`config.mk`:
```
export PLATFORM = sky130hd
export DESIGN_NAME = trap_sequencer
export DESIGN_NICKNAME = d
export VERILOG_FILES = /design/src/rtl/trap_sequencer.sv
export SDC_FILE = /design/constraint.sdc
export NUM_CORES = 1
export LEC_CHECK = 0
export CAP_MARGIN = 15
export CORE_AREA = 2 2 121 123
export CTS_CLUSTER_DIAMETER = 40
export DETAILED_ROUTE_END_ITERATION = 12
export DIE_AREA = 0 0 123 125
export DONT_BUFFER_PORTS = 1
export PLACE_DENSITY = 0.86
export SLEW_MARGIN = 30
export SYNTH_ARGS = -nofsm -noshare
export SYNTH_HDL_FRONTEND = slang
export SYNTH_SLANG_ARGS = --single-unit
```
`constraint.sdc`:
```
create_clock -name clock -period 2.98 [get_ports clock]
set_input_delay 0.894 -clock clock [delete_from_list [all_inputs] [get_ports clock]]
set_output_delay 0.894 -clock clock [all_outputs]
set_load 0.02 [all_outputs]
```
`src/rtl/trap_sequencer.sv`:
```
// Machine-mode trap and MRET sequencer: walks the CSR file through the
// mepc/mcause/mtval/mstatus updates, then issues a one-cycle PC redirect.
module trap_sequencer (
  input  logic        clock,
  input  logic        reset,
  input  logic        excValid,
  input  logic [3:0]  excCause,
  input  logic [31:0] excPC,
  input  logic [31:0] excTval,
  input  logic        irqExt,
  input  logic [31:0] irqPC,
  input  logic        mretValid,
  input  logic        pipeWen,
  input  logic [11:0] pipeWAddr,
  input  logic [31:0] pipeWd,
  output logic        busy,
  output logic        redirectValid,
  output logic [31:0] redirectPC,
  output logic [11:0] csrAddr,
  output logic        csrRen,
  output logic [11:0] csrWAddr,
  output logic        csrWen,
  output logic [31:0] csrWd,
  input  logic [31:0] csrRd
);

  localparam logic [11:0] CSR_MSTATUS = 12'h300;
  localparam logic [11:0] CSR_MIE     = 12'h304;
  localparam logic [11:0] CSR_MTVEC   = 12'h305;
  localparam logic [11:0] CSR_MEPC    = 12'h341;
  localparam logic [11:0] CSR_MCAUSE  = 12'h342;
  localparam logic [11:0] CSR_MTVAL   = 12'h343;
  localparam logic [31:0] IRQ_CAUSE   = 32'h8000_000B;

  typedef enum logic [3:0] {
    IDLE     = 4'd0,
    T_EPC    = 4'd1,
    T_CAUSE  = 4'd2,
    T_TVAL   = 4'd3,
    T_STATUS = 4'd4,
    M_EPC    = 4'd5,
    M_STAT   = 4'd6,
    M_LATCH  = 4'd7,
    M_WRITE  = 4'd8,
    REDIRECT = 4'd9
  } state_t;

  state_t      state_q, state_d;
  logic [31:0] epc_q, epc_d;
  logic [31:0] cause_q, cause_d;
  logic [31:0] tval_q, tval_d;
  logic [31:0] mstatus_q, mstatus_d;
  logic [31:0] mtvec_q, mtvec_d;
  logic        is_irq_q, is_irq_d;
  logic        is_mret_q, is_mret_d;
  logic        mie_q, mie_d;
  logic        meie_q, meie_d;

  logic        irq_take;
  logic [31:0] trap_mstatus;
  logic [31:0] mret_mstatus;
  logic [31:0] trap_target;
  logic [31:0] mret_target;
  logic        unused_pipe_bits;

  assign unused_pipe_bits = ^{pipeWd[31:12], pipeWd[10:4], pipeWd[2:0]};

  // Shadow enables are the values before any pipeline write landing this cycle.
  assign irq_take = irqExt && mie_q && meie_q;

  assign trap_mstatus = {mstatus_q[31:13], 2'b11, mstatus_q[10:8], mstatus_q[3],
                         mstatus_q[6:4], 1'b0, mstatus_q[2:0]};
  assign mret_mstatus = {mstatus_q[31:8], 1'b1, mstatus_q[6:4], mstatus_q[7],
                         mstatus_q[2:0]};

  assign trap_target = {mtvec_q[31:2], 2'b00} +
                       (((mtvec_q[1:0] == 2'b01) && is_irq_q) ? 32'h0000_002C : 32'h0);
  assign mret_target = {epc_q[31:2], 2'b00};

  always_ff @(posedge clock or negedge reset) begin
    if (!reset) begin
      state_q   <= IDLE;
      epc_q     <= '0;
      cause_q   <= '0;
      tval_q    <= '0;
      mstatus_q <= '0;
      mtvec_q   <= '0;
      is_irq_q  <= 1'b0;
      is_mret_q <= 1'b0;
      mie_q     <= 1'b0;
      meie_q    <= 1'b0;
    end else begin
      state_q   <= state_d;
      epc_q     <= epc_d;
      cause_q   <= cause_d;
      tval_q    <= tval_d;
      mstatus_q <= mstatus_d;
      mtvec_q   <= mtvec_d;
      is_irq_q  <= is_irq_d;
      is_mret_q <= is_mret_d;
      mie_q     <= mie_d;
      meie_q    <= meie_d;
    end
  end

  always_comb begin
    state_d   = state_q;
    epc_d     = epc_q;
    cause_d   = cause_q;
    tval_d    = tval_q;
    mstatus_d = mstatus_q;
    mtvec_d   = mtvec_q;
    is_irq_d  = is_irq_q;
    is_mret_d = is_mret_q;
    mie_d     = mie_q;
    meie_d    = meie_q;

    case (state_q)
      IDLE: begin
        if (pipeWen && (pipeWAddr == CSR_MSTATUS)) mie_d  = pipeWd[3];
        if (pipeWen && (pipeWAddr == CSR_MIE))     meie_d = pipeWd[11];
        if (excValid) begin
          epc_d     = excPC;
          cause_d   = {28'b0, excCause};
          tval_d    = excTval;
          is_irq_d  = 1'b0;
          is_mret_d = 1'b0;
          state_d   = T_EPC;
        end else if (mretValid) begin
          is_irq_d  = 1'b0;
          is_mret_d = 1'b1;
          state_d   = M_EPC;
        end else if (irq_take) begin
          epc_d     = irqPC;
          cause_d   = IRQ_CAUSE;
          tval_d    = 32'h0;
          is_irq_d  = 1'b1;
          is_mret_d = 1'b0;
          state_d   = T_EPC;
        end
      end
      T_EPC:    state_d = T_CAUSE;
      T_CAUSE: begin
        mstatus_d = csrRd;
        state_d   = T_TVAL;
      end
      T_TVAL: begin
        mtvec_d = csrRd;
        state_d = T_STATUS;
      end
      T_STATUS: begin
        mie_d   = 1'b0;
        state_d = REDIRECT;
      end
      M_EPC:    state_d = M_STAT;
      M_STAT: begin
        epc_d   = csrRd;
        state_d = M_LATCH;
      end
      M_LATCH: begin
        mstatus_d = csrRd;
        state_d   = M_WRITE;
      end
      M_WRITE: begin
        mie_d   = mstatus_q[7];
        state_d = REDIRECT;
      end
      REDIRECT: state_d = IDLE;
      default:  state_d = IDLE;
    endcase
  end

  always_comb begin
    busy          = (state_q != IDLE);
    csrRen        = (state_q != IDLE);
    redirectValid = 1'b0;
    redirectPC    = 32'h0;
    csrAddr       = 12'h0;
    csrWAddr      = 12'h0;
    csrWen        = 1'b0;
    csrWd         = 32'h0;

    case (state_q)
      T_EPC: begin
        csrAddr  = CSR_MSTATUS;
        csrWen   = 1'b1;
        csrWAddr = CSR_MEPC;
        csrWd    = epc_q;
      end
      T_CAUSE: begin
        csrAddr  = CSR_MTVEC;
        csrWen   = 1'b1;
        csrWAddr = CSR_MCAUSE;
        csrWd    = cause_q;
      end
      T_TVAL: begin
        csrAddr  = CSR_MTVAL;
        csrWen   = 1'b1;
        csrWAddr = CSR_MTVAL;
        csrWd    = tval_q;
      end
      T_STATUS: begin
        csrAddr  = CSR_MSTATUS;
        csrWen   = 1'b1;
        csrWAddr = CSR_MSTATUS;
        csrWd    = trap_mstatus;
      end
      M_EPC:   csrAddr = CSR_MEPC;
      M_STAT:  csrAddr = CSR_MSTATUS;
      M_LATCH: csrAddr = CSR_MSTATUS;
      M_WRITE: begin
        csrAddr  = CSR_MSTATUS;
        csrWen   = 1'b1;
        csrWAddr = CSR_MSTATUS;
        csrWd    = mret_mstatus;
      end
      REDIRECT: begin
        redirectValid = 1'b1;
        redirectPC    = is_mret_q ? mret_target : trap_target;
      end
      default: ;
    endcase
  end

endmodule

```
-- Word-level counts from Yosys, hierarchy flattened
Index checks and enable logic that the tools add are counted.
- reduce and logical (&&, ||, !) cells: 20
- eq/ne operators: 17
- order comparisons: 0
- bitwise operators: 0
- add/sub/neg operators: 1
- div/mod/pow operators: 0
- shift-type cells: 0
- multiplexer cells: 30
- multiply operators: 0
- operators by type and width (kind ; number):
    two-way mux 32 bit ; 11
    one-hot mux 32 bit (5 select lines) ; 1
    one-hot mux 10 bit (4 select lines) ; 2
    one-hot mux 32 bit (2 select lines) ; 1
    adder 32 x 6 -> 32 bit ; 1
    one-hot mux 4 bit (8 select lines) ; 1
    == test 12 x 10 -> 1 bit, second input constant ; 2
    == test 4 x 3 -> 1 bit, second input constant ; 4
    two-way mux 4 bit ; 3
    OR reduction 5 bit ; 2
    two-way mux 1 bit ; 9
    == test 4 x 2 -> 1 bit, second input constant ; 2
    == test 4 bit, second input constant ; 2
    two-way mux 6 bit ; 1
    != test 3 bit, second input constant ; 2
    AND reduction 2 bit ; 3
    AND reduction 3 bit ; 2
    nonzero test 3 bit ; 2
    logical AND 1 bit ; 5
    == test 4 x 1 -> 1 bit, second input constant ; 1
    logical NOT 4 bit ; 1
    != test 2 bit, second input constant ; 2
    != test 4 bit, second input constant ; 1
    nonzero test 2 bit ; 2
    other kinds (4) ; 5
- memory bits (read-only): 0
- bits in registers: 168
- output and inout port bits: 92
- memories: 0
- bits in latches: 0
- memory bits (writable): 0

-- Depth between registers and ports, before layout
Gate-level depths: netlist (run 1).
- depth after elaboration: 6
- depth in mapped cells: 9

-- Least setup slack after synthesis (run 1)
OpenSTA, ideal clock, no wires.
- path kind: register to output
- from: reg mtvec_q[0]
- to: out redirectPC[26]
- arrival: 2.336 ns
- stages on the path, launching flop included: 10
- data required time: 2.086 ns
- slack: -0.250 ns
- cell sequence: dfrtp_1 -> and3b_1 -> ha_1 -> fa_1 -> a31o_2 -> and2_2 -> buf_6 -> nand3_1 -> o21ai_0 -> a31oi_1
- longest elaborated chain between the ends: 6
- ends and longest elaborated chain (element ; RTL line ; source):
    start, declared ; 53 ; logic [31:0] mtvec_q, mtvec_d;
    start signal, assigned ; 98 ; mtvec_q <= mtvec_d;
    == test 2 x 1 -> 1 bit ; 77 ; (((mtvec_q[1:0] == 2'b01) && is_irq_q) ? 32'h0000_002C : 32'h0);
    logical AND 1 bit ; 77 ;
    two-way mux 6 bit ; 77 ;
    adder 32 x 6 -> 32 bit ; 76 ; assign trap_target = {mtvec_q[31:2], 2'b00} +
    two-way mux 32 bit ; 219 ; redirectPC = is_mret_q ? mret_target : trap_target;
    two-way mux 32 bit ; 183 ; case (state_q)
    end, declared ; 18 ; output logic [31:0] redirectPC,
No other way between the ends.

-- Final worst setup path (run 1)
- from: reg mtvec_q[1]
- to: out redirectPC[24]
Same word-level chain as after synthesis.

==> reports/metrics.yaml, run 1 <==
pwr:
  ir_drop_mv: 0.6047
  p_total_uw: 10520
  power_density_mw_per_mm2: 1129
  leakagePower_uw: 0.004043
worst_setup_path:
  startpoint_type: "flip-flop"
  endpoint: "redirectPC[24]"
  worstSetupPathType: "reg2out"
  r2r_slack_ns: 0.93
  setup.worst_path.start: "mtvec_q[1]$_DFFE_PN0P_"
  required_ns: 2.09
  r2r-end: "tval_q[30]$_DFFE_PN0P_"
  critPathCaptureType: "output pin"
  r2r_cells: 6
  crit_path_max_fanout: 6
  cp.arrival_ns: 2.73
  r2r-start: "state_q[0]$_DFFE_PN0P_"
synth:
  ys_seq_elements: 141
  syn_avg_cell_area_um2: 10.23
  ys_seq_area_share_pct: 44.43
  syn_area_mm2: 0.007941
  synth-async-reset-ratio_pct: 100.0
  synthCells: 776
  synth_warnings: 0
  synth-edff-count: 0
  synthFlopType: "dfrtp_1"
  synth_cell_types: 62
die:
  initial_core_util_pct: 55.91
  die-area_mm2: 0.01538
  fp.dieH_um: 125
  ios: 274
  core_mm2: 0.01420
  die_w_um: 123
  rows: 44
cts:
  cts_sinks: 141
  path_clk_slew_ns: 0.06
  root_buffer: "clkbuf_16"
  cts_buffers: 17
  cts_hold_buf: 0
  worstSkewPairLatency_ns: 0.43
  cts_max_level: 4
  ctsLongestPathBuffers: 2
  cts_tree: "yes"
status:
  status: "complete, but fails checks"
  violations: "negative setup slack"
detailed_routing:
  postRouteAntennaNets: 0
  num_vias: 6369
  post_drt_wl_per_cell_um: 22.53
  drc: 0
  routed_via_density: 6.356
  dr.pass1.iters: 5
  drtIter0Drc: 500
  routed_wl_mm: 22.58
layout:
  layout_commonest_cell: "dfrtp_1"
  final_nets: 993
  drive_gt1_share_pct: 31.91
  area_growth_pct: 17.39
  final_cell_mix: "dfrtp_1 (139), nand2_1 (105), mux2_2 (95), o21ai_0 (60), buf_4 (55)"
  diodes: 0
  fin_util_pct: 65.64
  final_area_mm2: 0.009323
grt:
  grt_start_max_net_pins: 142
  track_usage_pct: 29.41
  grt_overflow: 0
  grt_pass1_vias: 6107
  antenna_found_initial: 0
  grt_pass1_wl_mm: 34.18
sta:
  finalWorstSetupSlack_ns: -0.6422
  period_minus_slack_ns: 3.622
  max_freq_mhz: 276.1
  final_max_slew_viol_count: 0
  timing.final.crit_share_pct: 121.5
  setup_tns_ns: -13.76
  setup_violations: 28
  hold_violations: 0
  hold_slack_ns: 0.1624
  skew_ns: 0.007135
  rsz0062_at_grt: "true"
place:
  hpwl_mm: 15.70
  placed_area_mm2: 0.008498
  routabilityCongestion: 0.9414
  numPortBuffers: 0
hold_path:
  hold_path_class: "in2async"
job:
  cap_violations: 0
==> where the power goes <==
part | total (uW) | switching, uW | internal, uW
combinational | 4690 | 2690 | 2000
sequential | 3670 | 797 | 2880
clock | 2160 | 811 | 1350
==> metrics by stage <==
stage / cells / setup WS (ns)
3_3_place_gp: 962 / -0.2142
4_1_cts: 998 / -0.6258
5_1_grt: 1002 / -0.7350
6_report: 1002 / -0.6422
3_5_place_dp: 962 / -0.2705
2_1_floorplan: 790 / -0.05588
==> final cells by class <==
| class | count | area (um^2) |
|---|---|---|
| fillers | 1065 | 4881 |
| multi-input cells | 567 | 4250 |
| flip-flops and latches | 141 | 3531 |
| repair buffers | 71 | 680.7 |
| clock buffers | 19 | 452.9 |
| well taps | 184 | 230.2 |
| clock inverters | 11 | 143.9 |
| inverters | 9 | 33.78 |
==> how the worst min path moves through the flow <==
stage / from / end / slack, ns / cells after the start
global placement: cause_q[0]$_DFFE_PN0P_ / cause_q[0]$_DFFE_PN0P_ / 0.46 / 2
finish: reset / epc_q[5]$_DFFE_PN0P_ / 0.16 / 0
floorplan: cause_q[0]$_DFFE_PN0P_ / cause_q[0]$_DFFE_PN0P_ / 0.45 / 2
detailed placement: cause_q[0]$_DFFE_PN0P_ / cause_q[0]$_DFFE_PN0P_ / 0.48 / 2
CTS: reset / epc_q[5]$_DFFE_PN0P_ / 0.15 / 0
global route: reset / epc_q[5]$_DFFE_PN0P_ / 0.15 / 0
==> cells by family after synthesis <==
logic type               synth area share, %
other                                0.04722
AO/OA/AOI/OAI                          14.94
AND/OR/NAND/NOR                        12.86
flip-flops                             44.43
XOR/XNOR                               2.647
multiplexers                           18.51
adder cells (fa/ha/maj)               0.7248
buffers and inverters                  5.845
==> registers in the layout, indices dropped and copies added (netlist names) <==
name and cells:
epc_q 32, mstatus_q 32, mtvec_q 32, tval_q 32, cause_q 5, state_q 4, is_irq_q 1, is_mret_q 1
meie_q 1, mie_q 1
==> cells in the mapped netlist (2+ instances only) <==
cell type	n	area, um^2
a21oi_1	24	120.1
a221o_1	4	40.04
a22o_1	33	289.0
a22oi_1	29	217.7
a31oi_1	7	43.79
and2_1	3	18.77
and3_1	3	18.77
buf_2	23	115.1
buf_4	20	150.1
buf_6	7	78.83
clkbuf_1	22	82.58
dfrtp_1	141	3528
ha_1	3	37.54
inv_1	8	30.03
mux2_2	95	1070
mux2i_1	40	400.4
nand2_1	109	409.1
nand2b_1	5	31.28
nand3_1	14	70.07
nand4_1	11	68.82
nor2_1	22	82.58
nor2_4	3	33.78
nor2b_1	5	31.28
nor3_1	8	40.04
o21ai_0	63	315.3
o21ai_1	10	50.05
o22a_1	2	17.52
or2_2	2	12.51
or3_1	5	31.28
xnor2_1	5	43.79
xor2_1	19	166.4
==> per-layer routing <==
metal  part of all wire (%)  routed length [um]  vias up  global-route usage [%]
met4                    2.8                 640        0                   10.49
met2                     47               10670      316                   44.49
met1                     42                9504     3196                   40.85
li1                       -                   -     2807                       -
met3                    7.8                1766       50                   7.938
met5                      0                   0        -                       0
==> worst max-delay path, cell delays in order (launching register included) <==
cell,delay (ns)
dfrtp_1,0.37
and3b_2,0.31
ha_4,0.16
fa_2,0.21
a31o_2,0.18
and2_4,0.20
nand4b_1,0.15
or3_1,0.36
a31oi_2,0.19
buf_4,0.18
==> timing repair <==
item                       4_1_cts  5_1_grt
pin swaps                       16        6
buffers inserted                 6        4
hold endpoints to repair         0        0
resized for setup               22       12
setup endpoints to repair       61       48
No activity file was read; power rests on OpenSTA's default activity.
==> run 2, diff against run 1 <==
Settings changed: CORE_AREA 2 2 121 123 to 2 2 130 132, DIE_AREA 0 0 123 125 to 0 0 132 134, PLACE_DENSITY 0.86 to 0.77.
==> reports/metrics.yaml, run 2 (synthesis gave the netlist of run 1 again) <==
detailed_routing:
  wl_met2_mm: 10.76  # +0.90%
  dr.max_layer_used: "met4"
  m1WireLength_mm: 10.09  # +6.2%
  routed_via_density: 5.910  # -7.0%
  num_vias: 6164  # -3.2%
  route.met3.wl_mm: 1.534  # -13%
  dr.pass1.iters: 5  # unchanged
  postRouteAntennaNets: 0  # unchanged
  routed_wl_mm: 22.96  # +1.7%
  drc: 0  # unchanged
  post_drt_wl_per_cell_um: 22.01  # -2.3%
  drtIter0Drc: 454  # -9.2%
layout:
  final_cell_mix: "dfrtp_1 (140), nand2_1 (103), mux2_2 (95), o21ai_0 (60), buf_4 (53)"
  fillCellCount: 1370  # +29%
  layout_commonest_cell: "dfrtp_1"
  area_growth_pct: 19.05
  diodes: 0  # unchanged
  multi_input_area_mm2: 0.004412  # +3.8%
  drive_gt1_share_pct: 33.17  # +1.3 points
  final_nets: 997  # +0.40%
  seqCellArea_mm2: 0.003530  # about the same
grt:
  antenna_found_initial: 0  # unchanged
  track_usage_pct: 25.46  # -3.9 points
  grt_overflow: 0  # unchanged
  grt_pass1_wl_mm: 34.23  # +0.16%
  grt_pass1_vias: 6006  # -1.7%
  grt_start_max_net_pins: 142  # unchanged
sta:
  max_freq_mhz: 279.3  # +1.2%
  finalWorstSetupSlack_ns: -0.6006  # +0.04158 ns
  setup_tns_ns: -13.07  # +0.6962 ns
  period_minus_slack_ns: 3.581  # -0.04157 ns
  hold_slack_ns: 0.1654  # +0.003003 ns
  timing.final.crit_share_pct: 120.2  # -1.4 points
  timing.slew.headroom_pct: 57.58
  final_max_slew_viol_count: 0  # unchanged
  setup_violations: 29  # +3.6%
  hold_violations: 0  # unchanged
  rsz0062_at_grt: "true"
  skew_ns: 0.006534  # -0.0006008 ns
  tightest_slew_ns: 0.6363
status:
  status: "complete, but fails checks"
  violations: "negative setup slack"
die:
  fp.dieH_um: 134  # +7.2%
  die-area_mm2: 0.01769  # +15%
  initial_core_util_pct: 48.75  # -7.2 points
  rows: 47  # +6.8%
  core_mm2: 0.01629  # +15%
  die_w_um: 132  # +7.3%
  ios: 274  # unchanged
hold_path:
  hold_path_class: "in2async"
cts:
  cts_hold_buf: 0  # unchanged
  cts_max_level: 4  # unchanged
  cts_sinks: 141  # unchanged
  worstSkewPairLatency_ns: 0.42  # about the same
  cts_tree: "yes"
  root_buffer: "clkbuf_16"
  cts_buffers: 17  # unchanged
  ctsLongestPathBuffers: 2  # unchanged
  path_clk_slew_ns: 0.06  # about the same
worst_setup_path:
  r2r_cells: 7  # +1
  r2r_slack_ns: 0.70  # -0.23 ns
  r2r-start: "state_q[3]$_DFFE_PN0P_"
  crit_path_max_fanout: 6  # unchanged
  required_ns: 2.09  # about the same
  critPathCaptureType: "output pin"
  startpoint_type: "flip-flop"
  worstSetupPathType: "reg2out"
  cp.arrival_ns: 2.69  # -0.04 ns
  r2r-end: "tval_q[25]$_DFFE_PN0P_"
pwr:
  p_total_uw: 10310  # -2.0%
  leakagePower_uw: 0.004063  # +0.50%
  power_density_mw_per_mm2: 1091  # -3.4%
  ir_drop_mv: 0.5023  # -17%
place:
  hpwl_mm: 15.71  # about the same
  routabilityCongestion: 0.8334  # -11%
  numPortBuffers: 0  # unchanged
job:
  cap_violations: 0  # unchanged
## run 2: timing repair
item,CTS,global route
setup endpoints to repair,55,58
buffers inserted,2,10
cloned,1,1
gates resized for setup,20,50
pin swaps,25,11
## run 2: how the worst max path moves through the flow
stage	startpoint	end	slack [ns]	depth (start not counted)
CTS	mtvec_q[1]$_DFFE_PN0P_	redirectPC[24]	-0.60	9
detailed placement	is_irq_q$_DFFE_PN0P_	redirectPC[31]	-0.20	10
floorplan	is_irq_q$_DFFE_PN0P_	redirectPC[26]	-0.06	9
global placement	mtvec_q[1]$_DFFE_PN0P_	redirectPC[26]	-0.17	8
global route	mtvec_q[1]$_DFFE_PN0P_	redirectPC[24]	-0.69	9
finish	is_irq_q$_DFFE_PN0P_	redirectPC[16]	-0.60	10
## run 2: metal layers
layer,track usage (%),up-vias
met5,0,-
met4,10.39,0
met3,6.878,34
met2,39.27,236
met1,34.22,3072
li1,-,2822
## run 2: critical path, stage by stage, from the launching register on
cell	delay, ns
dfrtp_1	0.40
and3b_2	0.25
ha_4	0.17
fa_2	0.36
a31o_4	0.26
and2_4	0.19
buf_4	0.14
nand3_2	0.06
xor2_1	0.17
a21oi_2	0.09
buf_4	0.16
## run 2: layout make-up
| type | instances | share of cell area, % |
|---|---|---|
| multi-input cells | 568 | 46.66 |
| clock inverters | 7 | 0.4235 |
| inverters | 9 | 0.3573 |
| well taps | 220 | 2.912 |
| clock buffers | 24 | 5.095 |
| repair buffers | 74 | 7.213 |
| flip-flops and latches | 141 | 37.33 |
## run 2: stage by stage
step                util [%]  setup slack, ns  std cells  area [um^2]
global route           58.04          -0.6943       1043         9454
detailed placement     52.22          -0.2024        998         8506
CTS                    56.13          -0.5995       1032         9143
global placement       52.22          -0.1705        998         8506
finish                 58.04          -0.6006       1043         9454
floorplan                  -         -0.05588        790         8112
## run 2: power by group
part / internal (uW) / switching, uW / total, uW
sequential: 2880 / 800 / 3680
combinational: 2020 / 2710 / 4720
clock: 1120 / 797 / 1910
